## src/rtl/latch_close_capture.sv

```systemverilog
// latch_close_capture
//   Capture stage that sits right after a level-sensitive latch bank. Each
//   close of the latch (enable falling 1->0) records the held value into a
//   small FIFO. The FIFO is drained over valid/ready. Captures lost to a full
//   FIFO are counted. Any movement of the latch output while it should be
//   holding raises a sticky error flag.
//
// Ports
//   clk, rst          clock (rising edge), synchronous active-high reset
//   lat_en            upstream latch enable (1 = transparent)
//   lat_clr           upstream latch clear (1 forces latch output to 0)
//   lat_q             upstream latch output
//   out_valid         FIFO non-empty
//   out_ready         consumer accepts head entry
//   out_data          FIFO head entry (valid only with out_valid)
//   level             FIFO occupancy
//   drop_cnt          captures lost to a full FIFO, saturating at 255
//   hold_err          sticky: latch output changed while holding
module latch_close_capture #(
    parameter int WIDTH = 4,
    parameter int DEPTH = 4
) (
    input  logic                       clk,
    input  logic                       rst,
    input  logic                       lat_en,
    input  logic                       lat_clr,
    input  logic [WIDTH-1:0]           lat_q,
    output logic                       out_valid,
    input  logic                       out_ready,
    output logic [WIDTH-1:0]           out_data,
    output logic [$clog2(DEPTH):0]     level,
    output logic [7:0]                 drop_cnt,
    output logic                       hold_err
);
    localparam int AW = $clog2(DEPTH);
    localparam int LW = AW + 1;
    localparam logic [LW-1:0] FULL_LVL = LW'(DEPTH);

    logic             en_q;
    logic [WIDTH-1:0] q_q;
    logic [AW-1:0]    wr_ptr;
    logic [AW-1:0]    rd_ptr;
    logic [WIDTH-1:0] mem [DEPTH];

    logic             close_evt;
    logic [WIDTH-1:0] cap_val;
    logic             full;
    logic             pop;
    logic             push;
    logic             drop;
    logic             hold_viol;

    assign close_evt = en_q & ~lat_en;
    assign cap_val   = lat_clr ? '0 : lat_q;
    assign full      = (level == FULL_LVL);
    assign pop       = out_valid & out_ready;
    // A pop in the same cycle frees the slot, so a full FIFO still accepts.
    assign push      = close_evt & (~full | pop);
    assign drop      = close_evt & full & ~pop;
    // en_q=0 excludes the close cycle itself; clear legitimately moves lat_q.
    assign hold_viol = ~en_q & ~lat_en & ~lat_clr & (lat_q != q_q);

    assign out_valid = (level != '0);
    assign out_data  = mem[rd_ptr];

    always_ff @(posedge clk) begin
        if (rst) begin
            en_q     <= 1'b0;
            q_q      <= '0;
            wr_ptr   <= '0;
            rd_ptr   <= '0;
            level    <= '0;
            drop_cnt <= '0;
            hold_err <= 1'b0;
        end else begin
            en_q <= lat_en;
            q_q  <= lat_q;
            if (push)
                wr_ptr <= wr_ptr + AW'(1);
            if (pop)
                rd_ptr <= rd_ptr + AW'(1);
            case ({push, pop})
                2'b10:   level <= level + LW'(1);
                2'b01:   level <= level - LW'(1);
                default: level <= level;
            endcase
            if (drop && drop_cnt != 8'hFF)
                drop_cnt <= drop_cnt + 8'd1;
            if (hold_viol)
                hold_err <= 1'b1;
        end
    end

    // Storage carries no reset; entries are only observable once pushed.
    always_ff @(posedge clk) begin
        if (!rst && push)
            mem[wr_ptr] <= cap_val;
    end
endmodule

```

## config.mk

```make
export PLATFORM = sky130hd
export DESIGN_NAME = latch_close_capture
export DESIGN_NICKNAME = d
export VERILOG_FILES = /design/src/rtl/latch_close_capture.sv
export SDC_FILE = /design/constraint.sdc
export NUM_CORES = 1
export LEC_CHECK = 0
export ABC_AREA = 0
export CAP_MARGIN = 15
export CORE_MARGIN = 3
export CORE_UTILIZATION = 52
export DETAILED_ROUTE_END_ITERATION = 10
export HOLD_SLACK_MARGIN = 0.1
export PLACE_DENSITY = 0.77
export SETUP_SLACK_MARGIN = 0.2
export SYNTH_ARGS = -nofsm -noshare
export SYNTH_HDL_FRONTEND = slang
export SYNTH_SLANG_ARGS = --single-unit
```

## constraint.sdc

```tcl
create_clock -name clk -period 2.9 [get_ports clk]
set_input_delay 0.29 -clock clk [delete_from_list [all_inputs] [get_ports clk]]
set_output_delay 0.29 -clock clk [all_outputs]
set_load 0.02 [all_outputs]
```

# Word-level counts from Yosys, hierarchy flattened
# Memory sizes are Yosys's and may differ from the RTL's. A register that Yosys moved wholly into a read port is not among the register bits.
# Cells that the tools add are included.
# totals
ff_bits	21
ramBits	16
input_bits	9
output_inout_bits	17
wordCells	43
mem_count	1
# mem_list
memory	words	width	rd	rd_clocked_by_memory_dff	write_ports	line_no	rtl
mem	4	4	1	1	1	43	logic [WIDTH-1:0] mem [DEPTH];
# classes
n_addsub	5
eq_ne	5
muxes	6
bitwise	14
reduce_logical	5
# op_table
operator	count
8-bit by 1-bit adder with 8-bit output, second input constant	1
1-bit bitwise AND	8
8-bit inequality test, second input constant	1
3-bit one-hot mux with 2 select lines	1
1-bit NOT	5
2-bit by 1-bit adder with 2-bit output, second input constant	2
2-bit 2-to-1 mux	2
4-bit 2-to-1 mux	1
4-bit inequality test	1
3-bit by 1-bit adder with 3-bit output, second input constant	1
3-bit == test, second input constant	1
3-bit nonzero test	1
3-bit by 1-bit subtractor with 3-bit output, second input constant	1
2-bit by 1-bit == test with 1-bit output, second input constant	1
2-bit == test, second input constant	1
1-bit logical AND	2
1-bit 2-to-1 mux	2
2-bit nonzero test	1
1-bit logical NOT	1
1-bit bitwise OR	1

# Longest topological paths before layout
# depth
word_depth	7
depth_mapped	8
depth_no_buf	6

# Worst setup path after synthesis
# No wires, ideal clock.
# synth_path
path_kind	register to register
start	register level[1]
end	register level[2]
setup_time_ns	0.132
t_arrival_ns	2.212
required_time_ns	2.768
path_slack_ns	0.555
path_stages_with_launch	9
path_buffers	2
period_less_slack_ns	2.345
path_cell_list	dfxtp_1 > buf_2 > or3_2 > clkbuf_1 > nand3_1 > fa_1 > or3_1 > a31oi_1 > a21oi_1
# synth_via
elab_chain_cells	6
elab_cells_between_ends	12
classes_between	add/sub: 2; eq/ne: 3; mux: 1; bitwise: 4; reduce/logical: 2
# synth_lines
item	line_no	rtl
start: declaration	31	output logic [$clog2(DEPTH):0] level,
start signal: assignment	83	2'b10: level <= level + LW'(1);
start signal: assignment	84	2'b01: level <= level - LW'(1);
start signal: assignment	85	default: level <= level;
3-bit nonzero test (*)	63	assign out_valid = (level != '0);
net out_valid	28	output logic out_valid,
1-bit bitwise AND (*)	56	assign pop = out_valid & out_ready;
1-bit bitwise OR	58	assign push = close_evt & (~full | pop);
1-bit bitwise AND	58	
2-bit by 1-bit == test with 1-bit output or 2-bit == test (tied branches)	82	case ({push, pop})
3-bit one-hot mux with 2 select lines or 2-bit nonzero test (tied branches)	--	
# Mark *: on every way through the listed nets, which the timed path passes. The rest lies on a longest branch.
# A chain may end at the register's enable or synchronous reset.

==> impl_metrics.ini <==
[finish]
final_net_count = 196
area_growth_pct = 18.73
drive_gt1_share_pct = 9.890
n_antenna_cell = 0

[clock_network]
root_buffer = clkbuf_4
cts_resized = 0
cts_made_buffers = 5
clockBufferDepth = 2
clk_latency_ps = 320
clkTransAtPathRegs_ps = 100
cts.sinks = 39
post_cts_buffers = 0
cts_tree = yes
h-tree-depth = 2
holdBufCountCts = 0

[setup_path]
arrival_ps = 1880
crit_type = reg2out
ff2ff_setup_slack_ps = 780
crit_fanout = 4
end_kind = primary output
startpoint_type = flop
critPathRequiredTime_ps = 2610

[timing]
fin_ws_ps = 728.9
fin_hold_ws_ps = 474.0
tightest_slew_ps = 690.1
fin_crit_sh_pct = 74.87
tns_ps = 0
setup_viol = 0
fin_skew_ps = 7.427
relSlewSlack_pct = 53.34
max_freq_ghz = 0.4606
min_period_ps = 2171
finalHoldViolations = 0
rsz0062_at_grt = no
slew_violations = 0

[power_and_ir_drop]
power_w = 0.001015
p_leak_nw = 0.7332
cellPowerDensity_nw_per_um2 = 477.5
ir_worst_vdd_mv = 0.2777

[synth]
ys_warn_count = 0
postSynthAreaPerCell_sq_um = 11.63
yosysSeqAreaShare_pct = 52.55
synth_edf_count = 16
synth_top_cell_by_area = edfxtp_1
synth_flop_cell = dfxtp_1
syn_nets = 169
synth_area_leaders = edfxtp_1, dfxtp_1, mux4_2, nor2b_1, ha_1
ys_types = 42
synth_top_area_share_pct = 26.83
netlist_instances = 154
ys_ff_latch = 39
async_flop_share_pct = 0
synth_area_sq_um = 1790

[status]
status = finished, final reports clean

[flow_run]
maxCapViolations = 0

[floorplan]
initial_core_util_pct = 56.34
die_w_um = 64.68
fp.dieH_um = 64.68
dieArea_sq_um = 4184
core-area_sq_um = 3178
boundaryPins = 26
core.rowCount = 20

[grt]
antenna_found_initial = 0
track_usage_pct = 16.72
grt_first_pass_wirelength_um = 5402
grt_pass1_vias = 1242
grt_overflow = 0
grt_max_degree = 25

[routing]
routed-via-count = 1240
drtIter0Drc = 32
via_per_inst = 5.487
drt-pass1-iter-count = 4
antenna_left = 0
drc = 0
wl_um = 3074
wire_per_inst_um = 13.60

[placed_design]
hpwl_um = 2299
routabilityCongestion = 0.8239
pre_cts_ws_ps = 478.5
portBuffers = 25

[hold_path]
holdCritPathClass = reg2reg
## final timing paths
path	start	end	depth (start not counted)
min	hold_err$_SDFFE_PP0P_	hold_err$_SDFFE_PP0P_	2
max	flop	out_data[2]	2
max reg2reg	level[0]$_SDFFE_PP0P_	level[2]$_SDFFE_PP0P_	6
min reg2reg	hold_err$_SDFFE_PP0P_	hold_err$_SDFFE_PP0P_	2
## worst max-delay path: stages, from the launching register on
cell	delay (ps)
dfxtp_1	480
mux4_2	530
clkdlybuf4s50_1	550
## sequential cells by signal, summed over array words and instances (netlist names), named ones only
name / cells
hold_err: 1
mem: 16
q_q: 4
level: 3
wr_ptr: 2
drop_cnt: 8
rd_ptr: 2
en_q: 1
## layer usage
layer	global-route usage [%]	part of all wire [%]	up-vias
li1	-	-	614
met1	18.92	42	594
met2	30.03	54	30
met3	4.506	3.7	2
met4	6.069	0.68	0
met5	0	0	-
## cells in the mapped netlist (3+ instances only)
master / n
a31oi_1: 3
xor2_1: 4
edfxtp_1: 16
mux4_2: 4
dfxtp_1: 23
nand2_1: 4
inv_1: 6
nor2_1: 13
nand3_1: 6
and2_1: 4
nor2b_1: 12
xnor2_1: 7
nor3_1: 3
clkbuf_1: 5
ha_1: 5
a21oi_1: 5
## power by group
group | total, W | leakage [nW] | internal (W) | switching, W
logic | 0.000158 | 0.370 | 0.0000822 | 0.0000758
registers | 0.000610 | 0.334 | 0.000588 | 0.0000226
clock network | 0.000247 | 0.0297 | 0.0000911 | 0.000156
## per-stage QoR
stage,area (sq um),instances,utilization (%)
2_1_floorplan,1790,154,-
3_3_place_gp,2076,218,65.32
3_5_place_dp,2076,218,65.32
4_1_cts,2126,226,66.89
5_1_grt,2126,226,66.89
6_report,2126,226,66.89
## logic make-up (layout without fill, tap and decap cells)
logic type | Yosys count | count (layout) | share of synthesized area, %
compound gates | 22 | 22 | 8.665
xor+xnor | 11 | 11 | 5.381
fa+ha+maj | 6 | 6 | 4.612
buf+inv | 13 | 41 | 3.214
flops | 39 | 39 | 52.55
mux | 7 | 7 | 6.988
simple gates | 56 | 56 | 18.59
## layout make-up
type,count,area [sq um]
multi-input cells,102,792.0
clock inverters,2,8.758
inverters,6,22.52
clock buffers,6,41.29
well taps,44,55.05
fillers,263,1052
flip-flops and latches,39,940.9
repair buffers,27,265.3
## layout by cell type (no fill, tap or decap), types with 5 or more instances in the layout
cell	instances
a21oi_1	5
clkbuf_4	5
clkdlybuf4s50_1	25
dfxtp_1	23
edfxtp_1	16
ha_1	5
inv_1	6
nand3_1	6
nor2_1	13
nor2b_1	12
xnor2_1	7
Note: power is estimated with default switching activity, not from simulation.
